===== config.mk =====
export PLATFORM = sky130hd
export DESIGN_NAME = booth_mul_sched
export DESIGN_NICKNAME = d
export VERILOG_FILES = /design/src/rtl/booth_mul_sched.sv
export SDC_FILE = /design/constraint.sdc
export NUM_CORES = 1
export LEC_CHECK = 0
export CAP_MARGIN = 10
export CORE_AREA = 3 3 107 58
export CTS_CLUSTER_DIAMETER = 50
export CTS_CLUSTER_SIZE = 12
export DETAILED_ROUTE_END_ITERATION = 10
export DIE_AREA = 0 0 110 61
export DONT_BUFFER_PORTS = 1
export SKIP_CTS_REPAIR_TIMING = 1
export SYNTH_ARGS = -nofsm -noshare
export SYNTH_HDL_FRONTEND = slang
export SYNTH_SLANG_ARGS = --single-unit

===== constraint.sdc =====
create_clock -name clk -period 3.58 [get_ports clk]
set_clock_uncertainty 0.1 [all_clocks]
set_input_delay 0.716 -clock clk [delete_from_list [all_inputs] [get_ports clk]]
set_output_delay 0.716 -clock clk [all_outputs]
set_load 0.005 [all_outputs]

===== src/rtl/booth_mul_sched.sv =====
// booth_mul_sched: two-way round-robin arbiter feeding a shared radix-2 Booth multiplier, one bit per clock
module booth_mul_sched #(
    parameter int WIDTH = 4
) (
    input  logic                   clk,
    input  logic                   rst,
    input  logic                   valid0,
    input  logic [WIDTH-1:0]       a0,
    input  logic [WIDTH-1:0]       b0,
    output logic                   ready0,
    input  logic                   valid1,
    input  logic [WIDTH-1:0]       a1,
    input  logic [WIDTH-1:0]       b1,
    output logic                   ready1,
    output logic                   res_valid,
    output logic                   res_id,
    output logic [2*WIDTH-1:0]     product,
    output logic                   busy
);
    localparam int CW = $clog2(WIDTH);
    localparam logic [CW-1:0] LAST = CW'(WIDTH - 1);

    typedef enum logic [1:0] {IDLE, RUN, DONE} state_t;

    state_t             r_state;
    logic               r_ptr;
    logic               r_owner;
    logic               r_e;
    logic [CW-1:0]      r_cnt;
    logic [WIDTH-1:0]   r_a;
    logic [WIDTH-1:0]   r_b;
    logic [2*WIDTH:0]   r_acc;

    logic               w_idle;
    logic               w_bit;
    logic [WIDTH:0]     w_bx;
    logic [WIDTH:0]     w_up;
    logic [2*WIDTH:0]   w_sum;

    assign w_idle = (r_state == IDLE) && !rst;
    assign ready0 = w_idle && valid0 && (!valid1 || !r_ptr);
    assign ready1 = w_idle && valid1 && (!valid0 || r_ptr);
    assign busy   = (r_state != IDLE);

    // upper half is one bit wider than b so that -b stays exact for the most negative b
    assign w_bit = r_a[r_cnt];
    assign w_bx  = {r_b[WIDTH-1], r_b};
    assign w_up  = r_acc[2*WIDTH:WIDTH] + (({w_bit, r_e} == 2'b10) ? -w_bx :
                                           ({w_bit, r_e} == 2'b01) ?  w_bx : '0);
    assign w_sum = {w_up, r_acc[WIDTH-1:0]};

    always_ff @(posedge clk) begin
        if (rst) begin
            r_state   <= IDLE;
            r_cnt     <= '0;
            r_ptr     <= 1'b0;
            res_valid <= 1'b0;
            res_id    <= 1'b0;
            product   <= '0;
        end else begin
            res_valid <= 1'b0;
            case (r_state)
                IDLE: if (ready0 || ready1) begin
                    r_a     <= ready1 ? a1 : a0;
                    r_b     <= ready1 ? b1 : b0;
                    r_owner <= ready1;
                    r_ptr   <= !ready1;
                    r_acc   <= '0;
                    r_e     <= 1'b0;
                    r_cnt   <= '0;
                    r_state <= RUN;
                end
                RUN: begin
                    r_acc   <= {w_sum[2*WIDTH], w_sum[2*WIDTH:1]};
                    r_e     <= w_bit;
                    r_cnt   <= r_cnt + 1'b1;
                    r_state <= (r_cnt == LAST) ? DONE : RUN;
                end
                DONE: begin
                    product   <= r_acc[2*WIDTH-1:0];
                    res_id    <= r_owner;
                    res_valid <= 1'b1;
                    r_state   <= IDLE;
                end
                default: r_state <= IDLE;
            endcase
        end
    end
endmodule


==> metrics.md, run 1 <==
| Metric | Value |
|---|---|
| Synth Flop Type | `edfxtp_1` |
| Static leakage | `0.000661 uW` |
| Startpoint types | `flop` |
| CP endpoint kind | `flop` |
| Crit Path Category | `reg2reg` |
| Worst r2r path cells | `9` |
| Max Buffers Root-to-Sink | `2` |
| Max_slew headroom | `0.522` |
| Worst Hold Depth | `2` |
| Hold Crit Start | `product[0]$_SDFFE_PP0P_` |
| Global placer's final weighted congestion | `0.740` |
| Most common cell after layout, fill and taps aside | `nand2_1` |
| Layout cells sized above 1 | `0.101` |
| 1st-pass router iterations | `3` |
| Vias | `994` |
| Max_cap viols | `0` |
| Placeable Area | `0.00535 mm2` |
| Post-Synth XOR/XNOR Area | `0.0279` |
| Reg clk slew, reported paths | `0.07 ns` |
| Worst r2r src | `r_cnt[0]$_SDFFE_PP0P_` |
| Post-synth EDFFs | `18` |
| Drt via density | `4.50` |
| Die Ht | `61 um` |
| WHS | `0.369 ns` |
| Fin. Hold Viols | `0` |
| Vias in the first global route | `949` |
| Setup violators final | `0` |
| FF-to-FF End | `r_acc[7]$_SDFFCE_PN0P_` |
| Setup TNS | `0 ns` |
| Most frequent cells in the layout | `nand2_1 (23), edfxtp_1 (18), dfxtp_1 (15)` |
| FF+latch count, synth | `33` |
| Fin. max-slew vios | `0` |
| Clk sinks | `33` |
| Global-route wire length before repair | `4460 um` |
| Initial drt markers | `19` |
| Row count | `19` |
| Adder-Cell Fraction of Synth Area | `0.0606` |
| Combinational family with the most area after synthesis | `simple AND/OR/NAND/NOR gates` |
| Largest net degree at the start of global routing | `18` |
| H-tree depth | `2` |
| Mux cell area share after synthesis | `0.0717` |
| Outcome | `finished, final reports clean` |
| FMAX | `0.328 GHz` |
| Syn Std Cell Area | `0.00157 mm2` |
| Unrepaired setup endpoints after global routing | `false` |
| Period minus WS final | `3.05 ns` |
| Reg area | `841 um2` |
| Asr flop ratio synth | `0` |
| Port Buffers | `0` |
| Power, Total | `877 uW` |
| TritonCTS clock tree | `done` |
| Area of the multi-input gates | `691 um2` |
| Post-Synthesis Cells | `145` |
| Die ar. | `0.00671 mm2` |
| Pwr Density | `499 mW/mm2` |
| Hold Crit Class | `reg2reg` |
| Effective utilization at floorplan | `0.294` |
| WL per Instance | `12.4 um` |
| Synth Area in Simple Gates | `0.185` |
| Total Wirelength | `2750 um` |
| Synth top area cells | `edfxtp_1 (34%), dfxtp_1 (19%), nand2_1 (5.5%), ha_1 (4.8%), a21oi_1 (3.8%)` |
| Syn Nets | `172` |
| Clk_lat worst skew | `0.28 ns` |
| DRC viols | `0` |
| Syn_area_per_cell | `10.8 um2` |
| Worst-path fanout max | `9` |
| Hold endpoint | `product[0]$_SDFFE_PP0P_` |
| Dpl hpwl | `2110 um` |
| IO Pins | `33` |
| # fillers | `554` |
| Flop2flop setup slack | `0.53 ns` |
| Slew @ Worst Pin | `0.715 ns` |
| Post-DRT Antenna Nets | `0` |
| Critical Path AT | `2.98 ns` |
| Area growth, synth to finish | `12.0%` |
| Critical path data required time | `3.51 ns` |
| Antenna Cells | `0` |
| Area leader, netlist | `edfxtp_1` |
| Synth top area share | `0.344` |
| Share of the yosys chip area belonging to registers | `0.535` |
| Total gr overflow | `0` |
| Post-synth cell types | `36` |
| Die X | `110 um` |
| Initial antenna violation count | `0` |
| Period utilization | `0.852` |
| Root buf cell | `clkbuf_8` |
| Fin nets | `174` |
| CTS buffer count | `5` |
| VDD IR-drop max | `202 uV` |
| All-Layer GR Usage | `0.0920` |
| Complex-gate fraction of the synthesized area | `0.0948` |
| YS warnings | `0` |
[cells in the mapped netlist (2+ instances only)]
library cell / instances
nor3_1: 3
a21o_1: 2
and2_1: 6
xnor2_1: 4
clkbuf_1: 4
edfxtp_1: 18
nand2_1: 23
nand2b_1: 3
a21oi_1: 12
nor2b_1: 3
inv_1: 5
mux2_2: 5
nor2_1: 10
a211oi_1: 2
ha_1: 6
mux2_1: 3
and3_1: 2
nand3_1: 2
dfxtp_1: 15
[where the power goes]
part / internal [uW] / switching [uW] / leakage [uW]
clock network: 227 / 130 / 0.0000585
logic: 40.8 / 42.5 / 0.000306
registers: 423 / 14.7 / 0.000296
total: 690 / 187 / 0.000661
[cell type report]
class | instances | area share
Sequential cell | 33 | 0.478
Multi-Input combinational cell | 102 | 0.393
Tap cell | 73 | 0.0520
Clock buffer | 7 | 0.0491
Clock inverter | 1 | 0.0171
Inverter | 5 | 0.0107
[state kept, by name, indices dropped and copies added (netlist names)]
name and count:
r_e 1, res_valid 1, r_b 4, r_owner 1, product 8, r_a 4
r_ptr 1, r_cnt 2, r_acc 8, r_state 2, res_id 1
[worst max path at each step]
stage / start / endpoint / slack, ns / cells after the start
floorplan: r_cnt[0]$_SDFFE_PP0P_ / r_acc[7]$_SDFFCE_PN0P_ / 0.65 / 9
global placement: r_cnt[0]$_SDFFE_PP0P_ / r_acc[7]$_SDFFCE_PN0P_ / 0.57 / 9
detailed placement: r_cnt[0]$_SDFFE_PP0P_ / r_acc[7]$_SDFFCE_PN0P_ / 0.50 / 9
CTS: r_cnt[0]$_SDFFE_PP0P_ / r_acc[7]$_SDFFCE_PN0P_ / 0.51 / 9
global route: r_cnt[0]$_SDFFE_PP0P_ / r_acc[7]$_SDFFCE_PN0P_ / 0.31 / 9
finish: r_cnt[0]$_SDFFE_PP0P_ / r_acc[7]$_SDFFCE_PN0P_ / 0.53 / 9
[critical path: stages (launching register included)]
cell,delay (ns)
dfxtp_1,0.40
mux4_2,0.62
xnor2_1,0.17
nor2_1,0.06
ha_1,0.20
fa_1,0.39
and3_1,0.16
or3_1,0.36
a211oi_1,0.29
nor3_2,0.06
[per-stage QoR]
stage | cell area, um2 | setup WS, ns | instances | utilization
3_3_place_gp | 1640 | 0.570 | 213 | 0.307
6_report | 1760 | 0.528 | 221 | 0.329
3_5_place_dp | 1640 | 0.504 | 213 | 0.307
4_1_cts | 1760 | 0.508 | 221 | 0.329
5_1_grt | 1760 | 0.306 | 221 | 0.329
2_1_floorplan | 1570 | 0.646 | 145 | -
[metal layers]
metal / track usage / wire [um]
met4: 0.0533 / 65
met1: 0.125 / 1420
met3: 0.0393 / 174
met2: 0.122 / 1090
met5: 0 / 0
[kinds of logic (layout without fill, tap and decap cells)]
group,count (synthesis),after routing
and+or+nand+nor,57,57
DFF,33,33
AOI/OAI and AO/OA,24,24
buffers and inverters,10,13
muxes,9,9
adders and majority gates,7,7
xor gates and xnor gates,5,5
(Power assumes the default switching activity.)
==> run 2: changes to the inputs <==
Settings changed: ABC_CLOCK_PERIOD_IN_PS from default to 3580, CORE_AREA 3 3 107 58 to 2 2 106 57, DIE_AREA 0 0 110 61 to 0 0 108 59.
==> run 2 against run 1 <==
Sequential share of layout area unchanged. Setup slack worse by 0.050 ns. Power is 0.64% higher. Cell area unchanged. Die area decreased by 5.0%. First-iteration DRC count is 53% higher. Combinational power up 1%. Via count up 0.40%. Critical path depth unchanged. Flip-flop and latch count stayed put. Largest cell class unchanged. Largest power group unchanged.
==> metrics.md, run 2 (synthesis results as in run 1) <==
| Metric | Value |
|---|---|
| Final Cell Area | `0.00176 mm2 (unchanged)` |
| Hold Crit Class | `reg2reg (unchanged)` |
| Unrepaired setup endpoints after global routing | `false (unchanged)` |
| Clk_lat worst skew | `0.28 ns (about the same)` |
| Max Buffers Root-to-Sink | `2 (unchanged)` |
| Die Ht | `59 um (was 61 um)` |
| Placeable Area | `0.00535 mm2 (unchanged)` |
| Largest net degree at the start of global routing | `18 (unchanged)` |
| Worst-path fanout max | `9 (unchanged)` |
| Fin nets | `174 (unchanged)` |
| Biggest regs | `product (8), r_acc (8) (unchanged)` |
| Max_cap viols | `0 (unchanged)` |
| Fin. Hold Viols | `0 (unchanged)` |
| Static leakage | `0.000661 uW (unchanged)` |
| CP endpoint kind | `flop (unchanged)` |
| Area after DPL | `0.00164 mm2 (unchanged)` |
| WL per Instance | `12.7 um (was 12.4 um)` |
| Pwr Density | `502 mW/mm2 (was 499 mW/mm2)` |
| Row count | `19 (unchanged)` |
| Reg clk slew, reported paths | `0.07 ns (about the same)` |
| Initial antenna violation count | `0 (unchanged)` |
| Die ar. | `0.00637 mm2 (was 0.00671 mm2)` |
| Most common cell after layout, fill and taps aside | `nand2_1 (unchanged)` |
| Fin. max-slew vios | `0 (unchanged)` |
| Switching pwr | `192 uW (was 187 uW)` |
| Max_slew headroom | `0.486 (was 0.522)` |
| Post-DRT Antenna Nets | `0 (unchanged)` |
| Global-route wire length before repair | `4570 um (was 4460 um)` |
| Total Wirelength | `2820 um (was 2750 um)` |
| Critical Path AT | `3.03 ns (was 2.98 ns)` |
| Most frequent cells in the layout | `nand2_1 (23), edfxtp_1 (18), dfxtp_1 (15) (unchanged)` |
| Setup TNS | `0 ns (unchanged)` |
| Outcome | `finished, final reports clean (unchanged)` |
| All-Layer GR Usage | `0.0981 (was 0.0920)` |
| Slew @ Worst Pin | `0.768 ns (was 0.715 ns)` |
| Crit Path Category | `reg2reg (unchanged)` |
| Vias in the first global route | `947 (was 949)` |
| Area growth, synth to finish | `12.0% (unchanged)` |
| Effective utilization at floorplan | `0.294 (unchanged)` |
| Total gr overflow | `0 (unchanged)` |
| H-tree depth | `2 (unchanged)` |
| Clk sinks | `33 (unchanged)` |
| Sw Share | `0.218 (was 0.213)` |
| 1st-pass router iterations | `4 (was 3)` |
| Clock Power Share | `0.409 (was 0.406)` |
| CTS buffer count | `5 (unchanged)` |
| Seq pwr share | `0.495 (was 0.499)` |
| Layout cells sized above 1 | `0.101 (unchanged)` |
| VDD IR-drop max | `162 uV (was 202 uV)` |
| Flop2flop setup slack | `0.48 ns (was 0.53 ns)` |
| Setup violators final | `0 (unchanged)` |
| Vias | `998 (was 994)` |
| Dpl hpwl | `2070 um (was 2110 um)` |
| Critical path data required time | `3.51 ns (about the same)` |
| DRC viols | `0 (unchanged)` |
| Startpoint types | `flop (unchanged)` |
| # fillers | `554 (unchanged)` |
| Global placer's final weighted congestion | `0.670 (was 0.740)` |
| Initial drt markers | `29 (was 19)` |
| Period utilization | `0.866 (was 0.852)` |
| Drt via density | `4.52 (was 4.50)` |
| Antenna Cells | `0 (unchanged)` |
| Logic pwr share | `0.096 (was 0.095)` |
| Die X | `108 um (was 110 um)` |
| Root buf cell | `clkbuf_8 (unchanged)` |
| Int Pwr | `690 uW (about the same)` |
| Port Buffers | `0 (unchanged)` |
| TritonCTS clock tree | `done (unchanged)` |
| Period minus WS final | `3.10 ns (was 3.05 ns)` |
| IO Pins | `33 (unchanged)` |
| FMAX | `0.322 GHz (was 0.328 GHz)` |
## run 2: path summary, 6_finish.rpt
check | startpoint | to | cells after the start
max | r_cnt[0]$_SDFFE_PP0P_ | r_acc[7]$_SDFFCE_PN0P_ | 9
min | product[0]$_SDFFE_PP0P_ | product[0]$_SDFFE_PP0P_ | 2
max reg2reg | r_cnt[0]$_SDFFE_PP0P_ | r_acc[7]$_SDFFCE_PN0P_ | 9
min reg2reg | product[0]$_SDFFE_PP0P_ | product[0]$_SDFFE_PP0P_ | 2
## run 2: layout make-up
class,instances,area [um2],share of cell area
multi-input combinational,102,691,0.393
tap,73,91.3,0.0520
clock inverter,1,30.0,0.0171
clock buffer,7,86.3,0.0491
inverter,5,18.8,0.0107
sequential,33,841,0.478
## run 2: power by group through the flow
stage	registers, uW	logic, uW	clock network, uW
6_report	437	84.3	361
5_1_grt	440	97.5	381
4_1_cts	437	86.1	373
3_5_place_dp	445	85.1	0
3_3_place_gp	445	82.0	0
2_1_floorplan	439	75.0	0
## run 2: metrics by stage
step	total power (uW)	setup slack (ns)	hold WS, ns	std cells	utilization
3_3_place_gp	527	0.572	0.362	213	0.307
4_1_cts	896	0.460	0.372	221	0.329
6_report	882	0.478	0.367	221	0.329
3_5_place_dp	530	0.471	0.362	213	0.307
2_1_floorplan	514	0.646	0.353	145	-
5_1_grt	918	0.284	0.379	221	0.329
## run 2: per-layer routing
metal | wire length [um] | global-route usage | up-vias
met5 | 0 | 0 | -
met2 | 1160 | 0.139 | 25
li1 | - | - | 512
met4 | 50 | 0.0549 | 0
met1 | 1420 | 0.130 | 456
met3 | 180 | 0.0363 | 5
## run 2: critical path, cell delays in order (launching register included)
cell,delay [ns]
dfxtp_1,0.41
mux4_2,0.62
xnor2_1,0.17
nor2_1,0.06
ha_1,0.20
fa_1,0.39
and3_1,0.16
or3_1,0.37
a211oi_1,0.31
nor3_2,0.06
==> run 3: changes to the inputs <==
Settings changed: RECOVER_POWER from default to 25.
==> run 3 against run 2 <==
Utilization unchanged. Via count up 1.1%. Sequential share of layout area unchanged. Flip-flop and latch count unchanged. Wire length unchanged. Combinational power about the same. Critical path depth unchanged. First-iteration DRC count up 14%. Die area unchanged. Maximum frequency about the same. Critical endpoint unchanged. Largest power group unchanged.
==> metrics.md, run 3 (synthesis results as in run 1) <==
| Metric | Value |
|---|---|
| CP peak stage delay | `0.62 ns (about the same)` |
| Drt via density | `4.57 (was 4.52)` |
| Post-DRT Antenna Nets | `0 (unchanged)` |
| IO Pins | `33 (unchanged)` |
| Total Wirelength | `2820 um (unchanged)` |
| Root buf cell | `clkbuf_8 (unchanged)` |
| Met2 wire len | `1160 um (about the same)` |
| Vias | `1,009 (was 998)` |
| Max_cap viols | `0 (unchanged)` |
| VDD IR-drop max | `162 uV (about the same)` |
| # fillers | `554 (unchanged)` |
| Max Buffers Root-to-Sink | `2 (unchanged)` |
| Switching pwr | `192 uW (about the same)` |
| Most frequent cells in the layout | `nand2_1 (23), edfxtp_1 (18), dfxtp_1 (15) (unchanged)` |
| Logic pwr share | `0.096 (about the same)` |
| Post-place setup slack | `0.471 ns (unchanged)` |
| Critical path data required time | `3.51 ns (about the same)` |
| Static leakage | `0.000657 uW (was 0.000661 uW)` |
| Largest net degree at the start of global routing | `18 (unchanged)` |
| Clk sinks | `33 (unchanged)` |
| 1st-pass router iterations | `4 (unchanged)` |
| Max_slew headroom | `0.487 (was 0.486)` |
| Port Buffers | `0 (unchanged)` |
| Hold Crit Class | `reg2reg (unchanged)` |
| Initial drt markers | `33 (was 29)` |
| Critical Path AT | `3.04 ns (was 3.03 ns)` |
| Flop2flop setup slack | `0.48 ns (about the same)` |
| Dpl hpwl | `2070 um (unchanged)` |
| Pwr Density | `502 mW/mm2 (about the same)` |
| Vias in the first global route | `947 (unchanged)` |
| Sw Share | `0.218 (about the same)` |
| Hold Crit Start | `product[0]$_SDFFE_PP0P_ (unchanged)` |
| Fin. Hold Viols | `0 (unchanged)` |
| WL per Instance | `12.7 um (unchanged)` |
| FMAX | `0.322 GHz (about the same)` |
| Effective utilization at floorplan | `0.294 (unchanged)` |
| All-Layer GR Usage | `0.0981 (unchanged)` |
| Placeable Area | `0.00535 mm2 (unchanged)` |
| Setup ws final | `0.478 ns (about the same)` |
| Layout cells sized above 1 | `0.101 (unchanged)` |
| Global-route wire length before repair | `4570 um (unchanged)` |
| Top Metal Used | `met4 (unchanged)` |
| Setup TNS | `0 ns (unchanged)` |
| Worst r2r src | `r_cnt[0]$_SDFFE_PP0P_ (unchanged)` |
| Global placer's final weighted congestion | `0.670 (unchanged)` |
| Int Pwr | `690 uW (about the same)` |
| Period utilization | `0.866 (about the same)` |
| Die X | `108 um (unchanged)` |
| Total gr overflow | `0 (unchanged)` |
| CTS buffer count | `5 (unchanged)` |
| Die ar. | `0.00637 mm2 (unchanged)` |
| Seq pwr share | `0.495 (about the same)` |
| Reg clk slew, reported paths | `0.07 ns (about the same)` |
| Crit-path cells | `mux4_2, xnor2_1, nor2_1, ha_1, fa_1, and3_1, or3_1, a211oi_1, nor3_2 (unchanged)` |
| Outcome | `finished, final reports clean (unchanged)` |
| Met3 WL post-DR | `205 um (was 180 um)` |
| DRC viols | `0 (unchanged)` |
| TritonCTS clock tree | `done (unchanged)` |
| Clock Power Share | `0.409 (about the same)` |
| Die Ht | `59 um (unchanged)` |
| CP endpoint kind | `flop (unchanged)` |
| Crit Path Category | `reg2reg (unchanged)` |
| Row count | `19 (unchanged)` |
| Period minus WS final | `3.10 ns (about the same)` |
| Biggest regs | `product (8), r_acc (8) (unchanged)` |
| Slowest-stage cell, CP | `mux4_2 (unchanged)` |
| Fin nets | `174 (unchanged)` |
| WHS | `0.367 ns (about the same)` |
| Slew @ Worst Pin | `0.766 ns (was 0.768 ns)` |
| Antenna Cells | `0 (unchanged)` |
| H-tree depth | `2 (unchanged)` |
| Fin. max-slew vios | `0 (unchanged)` |
| M1 WL | `1390 um (was 1420 um)` |
| Worst-path fanout max | `9 (unchanged)` |
| Setup violators final | `0 (unchanged)` |
| Clk_lat worst skew | `0.28 ns (about the same)` |
| CP Launch Point | `r_cnt[0]$_SDFFE_PP0P_ (unchanged)` |
| Non-Filler Instances | `221 (unchanged)` |
| Most common cell after layout, fill and taps aside | `nand2_1 (unchanged)` |
| Startpoint types | `flop (unchanged)` |
| Unrepaired setup endpoints after global routing | `false (unchanged)` |
| Area growth, synth to finish | `12.0% (unchanged)` |
| Placed Cells | `213 (unchanged)` |
| Initial antenna violation count | `0 (unchanged)` |
run 3: final timing paths:
check                       endpoint  cells past startpoint
max reg2reg   r_acc[7]$_SDFFCE_PN0P_                      9
max           r_acc[7]$_SDFFCE_PN0P_                      9
min reg2reg  product[0]$_SDFFE_PP0P_                      2
min          product[0]$_SDFFE_PP0P_                      2
run 3: metrics by stage:
stage	total power (uW)	utilization	area [um2]
6_report	882	0.329	1760
3_5_place_dp	530	0.307	1640
3_3_place_gp	527	0.307	1640
2_1_floorplan	514	-	1570
4_1_cts	896	0.329	1760
5_1_grt	918	0.329	1760
run 3: worst max-delay path: cells and delay by family, from the launching register on:
kind,cells,cell delay [ns]
compound gates,1,0.31
xor+xnor,1,0.17
fa+ha+maj,2,0.59
flops,1,0.41
mux,1,0.62
simple gates,4,0.65
run 3: layout make-up:
class,instances,area [um2],area share
clock buffer,7,86.3,0.0491
clock inverter,1,30.0,0.0171
inverter,5,18.8,0.0107
multi-input combinational,102,691,0.393
sequential,33,841,0.478
tap,73,91.3,0.0520
run 3: power groups by stage:
stage	clock (uW)	sequential [uW]	combinational, uW
2_1_floorplan	0	439	75.0
3_3_place_gp	0	445	82.0
3_5_place_dp	0	445	85.1
4_1_cts	373	437	86.1
5_1_grt	381	440	97.3
6_report	361	437	84.4
run 3: per-layer routing:
metal / GRT usage / up-vias
li1: - / 513
met1: 0.130 / 457
met2: 0.139 / 32
met3: 0.0363 / 7
met4: 0.0549 / 0
met5: 0 / -
==> RTL change 1: new RTL, config.mk and constraints of run 3 <==
`WIDTH`: 4 -> 8.
--- a/src/rtl/booth_mul_sched.sv
+++ b/src/rtl/booth_mul_sched.sv
@@ -1,6 +1,6 @@
 // booth_mul_sched: two-way round-robin arbiter feeding a shared radix-2 Booth multiplier, one bit per clock
 module booth_mul_sched #(
-    parameter int WIDTH = 4
+    parameter int WIDTH = 8
 ) (
     input  logic                   clk,
     input  logic                   rst,
Ports: changed (5 resized); port bits go from 33 to 57. No check against the original RTL was run, so the function may have changed too.
==> RTL change 1 against run 3 <==
Critical path depth is 4 higher; area after synthesis is 80% higher; sequential cell count is 25 higher; combinational power is 120% higher; utilization is 26 points higher; total power is 82% higher; design area is 78% higher; worst setup slack worse by 0.27 ns; clock power is 81% higher; wire length is 84% higher; fmax is 8.1% lower; largest power group unchanged.
==> RTL change 1: results (changes against run 3) <==
[cells_and_area]
reg_top3 = product x16, r_acc x16
fill_cells = 482  ; -13%
drive_above_1_share_pct = 8.224  ; -1.9 points
insertedDiodeCount = 0  ; unchanged

[logic_synthesis]
synthFlopType = edfxtp_1
netlist_instances = 297  ; +100%
async_reset_ff_share_pct = 0  ; unchanged
ys_seq_area_share_pct = 53.10  ; -0.45 points
synth.net_count = 345  ; +100%
synth_edf_count = 34  ; +16
synthTopCellsByCount = nand2_1, edfxtp_1, dfxtp_1, a21oi_1, nor2_1
synth.distinct_cells = 41  ; +14%
synth.area.top_cells = edfxtp_1, dfxtp_1, nand2_1
yosysWarnings = 0  ; unchanged

[detailed_routing]
first_pass_iters = 4  ; unchanged
dr_wl_met2_um = 2080  ; +80%
vias_per_cell = 5.252  ; +15%
drt-met1-wl_um = 2590  ; +87%
wl_met3_um = 487  ; +140%
routed_wl_um = 5181  ; +84%
drt_iter0_markers = 82  ; +150%
vias = 1980  ; +96%
routed.top_layer = met4

[grt]
grt_first_pass_wirelength_um = 8480  ; +85%
grt_max_degree = 28  ; +10
track_usage_pct = 17.77  ; +8.0 points
first_global_vias = 1772  ; +87%
antenna_found_initial = 0  ; unchanged

[placed_design]
dp.cells = 358  ; +68%
placed_area_mm2 = 0.002879  ; +75%
place_congestion = 0.8432  ; +26%
dp_hpwl_um = 3821  ; +84%
io_buffers = 0  ; unchanged

[clock_network]
clk_pin_slew_ns = 0.07  ; about the same
clockRootBuffer = clkbuf_8
clk_latency_ns = 0.32  ; +0.04 ns
clockBufferDepth = 2  ; unchanged
cts_max_level = 3  ; +1
numCtsBuffers = 9  ; +4

[setup_path]
arrival_ns = 3.34  ; +0.30 ns
cpPeakStageDelay_ns = 0.55  ; -0.07 ns
cp_slowest_cell = mux4_2
cp_max_fo = 10  ; +1
cp_top_family = multiplexers

[worst_hold_path]
hold_class = input port to flop

[run_status]
status = completed

[power_and_ir_drop]
p_leak_nw = 1.198  ; +82%
peakVddDrop_uv = 309.4  ; +91%

[timing]
slew_headroom_pct = 26.25  ; -22 points

==> RTL change 1: changes by cell type in the layout (fill, tap and decap cells not counted), sizes merged, moves of 5 or more <==
| cell | before | now |
|---|---|---|
| xor2 | 1 | 7 |
| nand2 | 23 | 84 |
| ha | 6 | 11 |
| clkbuf | 7 | 13 |
| nor2 | 10 | 20 |
| mux2 | 8 | 0 |
| o31ai | 0 | 6 |
| dfxtp | 15 | 24 |
| edfxtp | 18 | 34 |
| nand3 | 2 | 8 |
| a21oi | 12 | 21 |
| buf | 0 | 5 |
==> RTL change 1: cell families (layout without fill, tap and decap cells) <==
family | count (synthesis) | count (layout) | share of synthesized area [%]
simple gates | 143 | 143 | 22.21
flops | 58 | 58 | 53.10
compound gates | 46 | 46 | 9.867
buf+inv | 23 | 30 | 3.141
fa+ha+maj | 12 | 12 | 5.575
xor+xnor | 12 | 12 | 3.717
mux | 3 | 3 | 2.389
==> RTL change 1: metrics by stage <==
step | util, % | setup slack (ns)
final | 58.43 | 0.2035
after global routing | 58.43 | 0.001087
after CTS | 58.01 | 0.1166
after detailed placement | 53.82 | 0.1412
after global placement | 53.82 | 0.3073
after floorplan | - | 0.4661
==> RTL change 1: path summary, 6_finish.rpt <==
kind | startpoint | slack, ns | depth (start not counted) | end
worst min register to register | product[3] | 0.37 | 2 | product[3]
worst max register to register | r_cnt[2] | 0.20 | 13 | r_acc[15]
worst max-delay path | r_cnt[2] | 0.20 | 13 | r_acc[15]
worst min-delay path | rst | 0.35 | 1 | product[15]
==> RTL change 1: power breakdown <==
group          total [mW]  switching (mW)  internal (mW)
clock               0.652           0.250          0.402
sequential          0.770          0.0237          0.747
combinational       0.183           0.102         0.0806
==> RTL change 1: cell type report <==
cell class	count	area share, %
clock buffer	13	5.765
clock inverter	3	1.401
inverter	9	1.081
multi-input combinational	216	39.59
sequential	58	48.04
tap	73	2.922
timing repair buffer	5	1.201
==> RTL change 1: layer usage <==
metal / GRT usage, % / vias to the layer above
met3: 8.022 / 3
li1: - / 1028
met4: 5.311 / 0
met5: 0 / -
met1: 25.07 / 872
met2: 24.62 / 77
==> RTL change 1: worst register-to-register path, cell delays in order, from the launching register on <==
cell and delay (ns):
dfxtp_1 0.42, mux4_2 0.55, mux2i_4 0.30, xor2_1 0.11, nor2_1 0.13, ha_1 0.18, inv_1 0.05, fa_1 0.38
nor2b_1 0.19, o31a_1 0.21, o22ai_1 0.12, xor2_1 0.16, xnor2_1 0.16, nor2_1 0.05
==> RTL change 2: new RTL, config.mk and constraints of run 3 <==
Without the edit above. The 3 states of `state_t` get a one-hot encoding in 3 bits.
--- a/src/rtl/booth_mul_sched.sv
+++ b/src/rtl/booth_mul_sched.sv
@@ -20,7 +20,7 @@
     localparam int CW = $clog2(WIDTH);
     localparam logic [CW-1:0] LAST = CW'(WIDTH - 1);
 
-    typedef enum logic [1:0] {IDLE, RUN, DONE} state_t;
+    typedef enum logic [2:0] {IDLE = 3'b001, RUN = 3'b010, DONE = 3'b100} state_t;
 
     state_t             r_state;
     logic               r_ptr;
Function: no difference found for any inputs over 10 cycles, from zero or initial values and one cycle with rst high; not proved beyond that.
==> RTL change 2 against run 3 <==
Sequential power increased by 3%; largest cell class unchanged; area after synthesis increased by 4.5%; wire length increased by 2.8%; total power increased by 6.2%; highest routed layer unchanged; design area increased by 4.9%; worst setup slack improved by 0.23 ns; clock power increased by 7.2%; sequential cell count increased by 1; critical path depth increased by 1; count of clock-buffer cells in the layout decreased by 1; utilization increased by 1.6 points.
==> RTL change 2: results (changes against run 3) <==
[timing]
slew_headroom_pct = 33.46  ; -15 points
min_period_ns = 2.867  ; -0.2348 ns

[cells_and_area]
nMultiInputCombCells = 97  ; -4.9%
multi_input_area_um2 = 730.7  ; +5.8%
inverters = 7  ; +2
ff_latch_area_um2 = 860.8  ; +2.4%
fill_cells = 528  ; -4.7%
drive_above_1_share_pct = 17.69  ; +7.6 points
bufAreaShareNonClock_pct = 0.4071  ; +0.41 points
clock_area_share_pct = 6.920  ; +0.30 points
nClkBuffers = 6  ; -1
seq_share_pct = 46.68  ; -1.2 points

[logic_synthesis]
synthTopCellsByCount = nor2_1, edfxtp_1, dfxtp_1, mux2i_1
synth.net_count = 169  ; -1.7%
synth.distinct_cells = 38  ; +5.6%
synth_area_per_cell_um2 = 11.55  ; +6.7%
ys_seq_area_share_pct = 52.48  ; -1.1 points

[detailed_routing]
wl_per_cell_um = 13.15  ; +3.2%
wl_met3_um = 198  ; -3.4%
vias_per_cell = 4.591  ; +0.55%
dr_wl_met2_um = 1249  ; +8.0%
drt-met1-wl_um = 1397  ; +0.87%

[grt]
grt_first_pass_wirelength_um = 4712  ; +3.0%
grt_max_degree = 19  ; +1
grt_use_met2_pct = 14.47  ; +0.54 points
first_global_vias = 1019  ; +7.6%
track_usage_pct = 9.872  ; +0.058 points

[power_and_ir_drop]
p_clk_share_pct = 41.3  ; +0.4 points
p_per_area_mw_per_mm2 = 508.1  ; +1.2%
p_sw_mw = 0.2087  ; +8.5%
p_leak_nw = 0.6904  ; +5.1%
comb_power_share_pct = 10.7  ; +1.1 points
peakVddDrop_uv = 190.3  ; +18%

[placed_design]
dp_slack_ns = 0.7339  ; +0.2634 ns
dp.cells = 212  ; -0.47%
place_congestion = 0.7635  ; +14%
placed_area_mm2 = 0.001727  ; +5.2%

[run_status]
status = completed

[setup_path]
cpPeakStageDelay_ns = 0.58  ; -0.04 ns

RTL change 2: cell count changes after synthesis, moves of 3 or more:
cell | run 3 | this run
a21oi_1 | 12 | 8
mux2_1 | 3 | 0
mux2_2 | 5 | 8
mux2i_1 | 0 | 10
nand2_1 | 23 | 6
nor2_1 | 10 | 20
xnor2_1 | 4 | 1
RTL change 2: path summary, 6_finish.rpt:
| kind | start | endpoint | slack (ns) | cells after the start |
|---|---|---|---|---|
| max | r_cnt[0] | r_acc[7] | 0.71 | 10 |
| min | r_acc[0] | product[0] | 0.39 | 2 |
| max reg2reg | r_cnt[0] | r_acc[7] | 0.71 | 10 |
| min reg2reg | r_acc[0] | product[0] | 0.39 | 2 |
RTL change 2: cell families after synthesis:
family / count (synthesis) / synth area share [%]
and+or+nand+nor: 52 / 18.38
DFF: 34 / 52.48
muxes: 19 / 12.97
AOI/OAI and AO/OA: 17 / 6.636
buffers and inverters: 11 / 2.670
adders and majority gates: 7 / 5.797
xor gates and xnor gates: 2 / 1.068
